**config.mk**
```make
export PLATFORM = sky130hd
export DESIGN_NAME = hazard_stall_controller
export DESIGN_NICKNAME = d
export VERILOG_FILES = /design/src/rtl/hazard_stall_controller.sv
export SDC_FILE = /design/constraint.sdc
export NUM_CORES = 1
export LEC_CHECK = 0
export CORE_MARGIN = 3
export CORE_UTILIZATION = 29
export DETAILED_ROUTE_END_ITERATION = 12
export PLACE_DENSITY = 0.76
export SLEW_MARGIN = 10
export SYNTH_ARGS = -nofsm -noshare
export SYNTH_HDL_FRONTEND = slang
export SYNTH_SLANG_ARGS = --single-unit
export TNS_END_PERCENT = 30
```
**constraint.sdc**
```tcl
create_clock -name clk -period 1.82 [get_ports clk]
set_clock_uncertainty 0.2 [all_clocks]
set_input_delay 0.273 -clock clk [delete_from_list [all_inputs] [get_ports clk]]
set_output_delay 0.273 -clock clk [all_outputs]
set_load 0.03 [all_outputs]
```
**src/rtl/hazard_stall_controller.sv**
```systemverilog
// hazard_stall_controller: load-use stall, branch flush and MUL/DIV freeze sequencing; HAZ_PERF_CNT_EN adds stall/flush counters
module hazard_stall_controller #(
    parameter int MD_TIMEOUT = 64,
    parameter int CNT_W      = 7
) (
    input  logic        clk,
    input  logic        reset,
    input  logic        memRead_IDtoEX,
    input  logic [4:0]  writeReg_IDtoEX,
    input  logic [4:0]  readReg1,
    input  logic [4:0]  readReg2,
    input  logic        branchTaken_EX,
    input  logic        mdStart_EX,
    input  logic        mdDone,
    output logic        mdGo,
    output logic        stallPC,
    output logic        stallIFtoID,
    output logic        stallIDtoEX,
    output logic        flushIFtoID,
    output logic        flushIDtoEX,
    output logic        flushEXtoMEM,
    output logic        mdTimeout,
    output logic [31:0] stallCycles,
    output logic [31:0] flushCount
);
    typedef enum logic {RUN, MD_WAIT} state_t;
    state_t state, state_nxt;
    logic [CNT_W-1:0] cnt, cnt_nxt;
    logic to_flag, load_use, expire;
    // hazard priority in RUN; freeze until done or timeout in MD_WAIT
    always_comb begin
        state_nxt    = state;
        cnt_nxt      = cnt;
        mdGo         = 1'b0;
        stallPC      = 1'b0;
        stallIFtoID  = 1'b0;
        stallIDtoEX  = 1'b0;
        flushIFtoID  = 1'b0;
        flushIDtoEX  = 1'b0;
        flushEXtoMEM = 1'b0;
        mdTimeout    = to_flag;
        load_use     = memRead_IDtoEX && writeReg_IDtoEX != 5'd0 &&
                       (writeReg_IDtoEX == readReg1 || writeReg_IDtoEX == readReg2);
        expire       = state == MD_WAIT && !mdDone && cnt == CNT_W'(MD_TIMEOUT - 1);
        if (state == RUN) begin
            if (mdStart_EX) begin
                mdGo         = 1'b1;
                stallPC      = 1'b1;
                stallIFtoID  = 1'b1;
                stallIDtoEX  = 1'b1;
                flushEXtoMEM = 1'b1;
                state_nxt    = MD_WAIT;
                cnt_nxt      = '0;
            end else if (branchTaken_EX) begin
                flushIFtoID = 1'b1;
                flushIDtoEX = 1'b1;
            end else if (load_use) begin
                stallPC     = 1'b1;
                stallIFtoID = 1'b1;
                flushIDtoEX = 1'b1;
            end
        end else if (mdDone || expire) begin
            state_nxt = RUN;
            mdTimeout = to_flag | expire;
        end else begin
            stallPC      = 1'b1;
            stallIFtoID  = 1'b1;
            stallIDtoEX  = 1'b1;
            flushEXtoMEM = 1'b1;
            cnt_nxt      = cnt + 1'b1;
        end
    end
    // state, wait counter and sticky timeout flag
    always_ff @(posedge clk) begin
        if (reset) begin
            state   <= RUN;
            cnt     <= '0;
            to_flag <= 1'b0;
        end else begin
            state   <= state_nxt;
            cnt     <= cnt_nxt;
            to_flag <= to_flag | expire;
        end
    end
`ifdef HAZ_PERF_CNT_EN
    // performance counters, wrapping modulo 2^32
    always_ff @(posedge clk) begin
        if (reset) begin
            stallCycles <= '0;
            flushCount  <= '0;
        end else begin
            stallCycles <= stallCycles + {31'd0, stallPC};
            flushCount  <= flushCount + {31'd0, flushIFtoID | flushIDtoEX};
        end
    end
`else
    assign stallCycles = '0;
    assign flushCount  = '0;
`endif
endmodule

```
# ---- Yosys cells after proc, flatten, opt, wreduce, memory -nomap -nowiden
# Index checks and enable logic that the tools add are counted.
dict set report totals {
  register_bits 9
  output_inout_bits 72
}
dict set report op_classes {
  muxes 19
  n_bitwise 1
  n_addsub 1
  n_reduce_logical 10
  n_eq_ne 4
}
# op count
set ops {}
lappend ops {{$mux 7} 3}
lappend ops {{$mux 1} 16}
lappend ops {{$eq 5x5->1} 2}
lappend ops {{$add 7x1->7 const B} 1}
lappend ops {{$eq 7x6->1 const B} 1}
lappend ops {{$reduce_bool 5->1} 1}
lappend ops {{$logic_and 1x1->1} 4}
lappend ops {{$logic_or 1x1->1} 2}
lappend ops {{$ne 2x2->1 const B} 1}
lappend ops {{$reduce_and 2->1} 1}
lappend ops {{$reduce_bool 2->1} 1}
lappend ops {{$logic_not 1->1} 1}
lappend ops {{$or 1x1->1} 1}

# ---- Depth between registers and ports, before layout
dict set report depth {
  word_depth 7
  depth_mapped 6
}

# ---- Worst setup path before layout
# OpenSTA, ideal clock, no wires.
dict set report synth_path {
  path_type {input to output}
  from {in writeReg_IDtoEX[3]}
  to {out stallPC}
  arrival_ps 2187
  n_path_buf 1
  setup_slack_ps -840
  stages 5
  cell_sequence {xor2_1 -> nor3_1 -> a22oi_1 -> o41ai_1 -> buf_4}
}
dict set report synth_via {
  elab_chain_len 7
}
# item line
set synth_lines {}
lappend synth_lines {{start: declaration} 9} ;# input logic [4:0] writeReg_IDtoEX,
lappend synth_lines {{$eq 5x5->1 or $reduce_bool 5->1 (tied branches)} {43, 42}}
lappend synth_lines {{$logic_or 1x1->1 or $logic_and 1x1->1 (tied branches)} {43, 42}}
lappend synth_lines {{$logic_and 1x1->1 (*)} 42} ;# load_use = memRead_IDtoEX && writeReg_IDtoEX != 5'd0 &&
lappend synth_lines {{$mux 1 (*) (4 in a row)} -}
lappend synth_lines {{end: declaration} 16} ;# output logic stallPC,
# Mark *: on every way between the ends. The rest lies on a longest branch, timed or not.

# ---- Final worst setup path
dict set report layout_path {
  from {reg cnt[1]}
  to {out stallIFtoID}
}
dict set report layout_via {
  elab_chain_len 5
}
# item line
set layout_lines {}
lappend layout_lines {{start: declaration} 28} ;# logic [CNT_W-1:0] cnt, cnt_nxt;
lappend layout_lines {{start signal: assignment} 81} ;# cnt <= cnt_nxt;
lappend layout_lines {{$eq 7x6->1} 44} ;# expire = state == MD_WAIT && !mdDone && cnt == CNT_W'(MD_TIMEOUT - 1);
lappend layout_lines {{$logic_and 1x1->1} 44}
lappend layout_lines {{$logic_or 1x1->1} 62} ;# end else if (mdDone || expire) begin
lappend layout_lines {{$mux 1} 62}
lappend layout_lines {{$mux 1} 45} ;# if (state == RUN) begin
lappend layout_lines {{end: declaration} 17} ;# output logic stallIFtoID,
# Every way passes these cells.

==> flow_metrics.tcl <==
set metrics [dict create \
    postLayoutSetupSlackWorst_ns -0.2073 \
    synth-edff-count 0 \
    fin_area_um2 1370 \
    core.rowCount 21 \
    grt_pass1_vias 708 \
    hpwl_um 1923 \
    synthesis.instances 142 \
    die_height_um 68.11 \
    insertion_delay_to_the_later_sink_of_the_worst_skew_pair_ns 0.23 \
    synth_xor_xnor_area_share_pct 7.830 \
    ys.warnings.count 0 \
    power.ir.vdd_worst_v 0.0003480 \
    synth_compound_gate_area_share_pct 12.08 \
    postPlaceCellArea_um2 1303 \
    worstSetupStartpoint "cnt[1]$_SDFFE_PP0P_" \
    port_buffers 28 \
    drv_slew 0 \
    syn2layout_area_growth_pct 22.48 \
    final-setup-viol-count 6 \
    totalNegativeSetupSlack_ns -1.053 \
    cts_hold_buf 0 \
    sequential_fraction_of_the_synthesis_area_pct 16.11 \
    worst_reg2reg_path_startpoint "cnt[1]$_SDFFE_PP0P_" \
    starting_density_pct 31.77 \
    p_per_area_nw_per_um2 578.3 \
    max_cap_viol_count 0 \
    fin_crit_sh_pct 111.4 \
    path_clk_slew_ns 0.05 \
    achievable-frequency_mhz 493.3 \
    rsz0062_at_grt "yes" \
    layout-drive-gt1-share_pct 22.65 \
    vias_per_cell 3.758 \
    largest_family_of_logic_cells_by_synthesized_area "buffers and inverters" \
    min_period_ns 2.027 \
    avgSynthCellArea_um2 7.877 \
    cp-start-kind "flop" \
    final_cell_count_without_fillers 227 \
    first_iter_violations 19 \
    yosys_register_bits 9 \
    violations_in_the_final_reports "negative setup slack" \
    reg2regPathDepth 6 \
    global_route.overflow_total 0 \
    first_pass_drt_iterations 5 \
    setup.reg_to_reg.worst_slack_ns 0.20 \
    route.detailed.wl_per_inst_um 10.08 \
    h-tree-depth 1 \
    cts_made_buffers 3 \
    globalRouteTotalUtil_pct 9.443 \
    worst-setup-path-type "reg2out" \
    dr_total_vias 853 \
    adder_and_majority_cell_fraction_of_the_synthesized_area_pct 1.119 \
    dp_slack_ns -0.5199 \
    clock_sink_count 9 \
    synth_simple_gate_area_share_pct 15.88 \
    status "finished with violations" \
    nets 204 \
    utilization_pct 38.91 \
    hold_path_class "in2reg" \
    timing.critical_path.to_type "primary output" \
    tritoncts "built" \
    synth_flop_cell "dfxtp_1" \
    yosys-mux-area-fraction_pct 0 \
    ys_types 33 \
    hold_slack_ns 0.2530 \
    timing.critical_path.to "stallIFtoID" \
    design.core.area_um2 3521 \
    post_route_antenna_net_violation_count 0 \
    critical_path_peak_fanout 4 \
    finalHoldViolations 0 \
    chipWidth_um 68.11 \
    async_reset_ff_share_pct 0 \
    maximum_number_of_pins_on_one_net_before_global_route_repair 10 \
    grt_pass1_wl_um 3263 \
    rr_endpoint "cnt[3]$_SDFFE_PP0P_" \
    pin_count 93 \
    grt_antenna_before_repair 0 \
    total_power_mw 0.7923 \
    arrival_ns 1.55 \
    dpl.cell_count 222 \
    die_area_um2 4638 \
    leakagePower_nw 0.6949 \
    antenna-diode-count 0 \
    clockRootBuffer "clkbuf_8" \
    synth.cell_area_um2 1119 \
    wirelength_um 2289 \
    cts_max_path_buffers 2 \
    place.gp.congestion 0.8162 \
    critical_path_required_ns 1.35 \
    drc 0 \
]
-- cells in the final DEF, fill, tap and decap left out, drive strengths merged, types with 4 or more instances in the layout --
cell,synthesis,final
conb,1,64
buf,68,21
xor2,10,10
dfxtp,9,9
nand3,7,7
nand2,5,5
dlymetal6s2s,0,5
dlygate4sd2,0,5
clkbuf,0,5
nor2,4,4
clkdlybuf4s50,0,4
clkdlybuf4s15,0,4
nor3,4,4
-- flip-flops by register name, indices dropped and copies added, names as in the netlist --
name     count
to_flag      1
state        1
cnt          7
-- synth_stat cells (3+ instances only) --
library cell  number  area [um^2]
buf_4             67        503.0
xor2_1            10        87.58
dfxtp_1            9        180.2
nand3_1            6        30.03
nand2_1            5        18.77
inv_1              4        15.01
nor2_1             4        15.01
nor3_1             4        20.02
a31oi_1            3        18.77
-- critical path, cell delays in order (launching register included) --
cell and delay (ns):
dfxtp_2 0.36, ha_4 0.16, nand3_4 0.11, o31ai_4 0.21, and2_4 0.22, o41ai_4 0.08
buf_4 0.18
-- final cells by class --
class	count	area [um^2]
Fill cell	375	2151
Tap cell	46	57.56
Clock buffer	4	45.04
Multi-Input combinational cell	124	715.7
Timing Repair Buffer	40	347.8
Sequential cell	9	185.2
Inverter	4	18.77
-- power breakdown --
group	total (mW)	internal, mW	switching, mW
registers	0.204	0.200	0.00366
logic	0.355	0.0867	0.268
clock network	0.234	0.153	0.0814
-- routing by layer --
layer | wire length [um] | GRT usage (%) | vias to the layer above
li1 | - | - | 419
met5 | 0 | 0 | -
met2 | 1166 | 16.73 | 56
met1 | 841 | 10.68 | 372
met3 | 261 | 3.941 | 6
met4 | 20 | 1.489 | 0
-- worst min-delay path by stage --
stage               slack [ns]  cells after the start                   to                start
detailed placement        0.29                      2  cnt[1]$_SDFFE_PP0P_  cnt[1]$_SDFFE_PP0P_
floorplan                 0.27                      2  cnt[3]$_SDFFE_PP0P_           mdStart_EX
CTS                       0.30                      2  cnt[1]$_SDFFE_PP0P_  cnt[1]$_SDFFE_PP0P_
global placement          0.29                      2  cnt[0]$_SDFFE_PP0P_  cnt[0]$_SDFFE_PP0P_
global route              0.27                      3  cnt[3]$_SDFFE_PP0P_           mdStart_EX
finish                    0.25                      3  cnt[3]$_SDFFE_PP0P_           mdStart_EX
-- logic make-up after synthesis --
family,count (synthesis)
simple gates,32
other cells,1
xor+xnor,10
compound gates,17
fa+ha+maj,1
flops,9
buf+inv,72
-- repair_timing --
item                                    CTS  global route
endpoints found under the setup margin    6             7
gates resized for setup                  21            10
setup buffers                             0             1
pin swaps                                 8             7
Note: power is estimated with default switching activity, not from simulation.
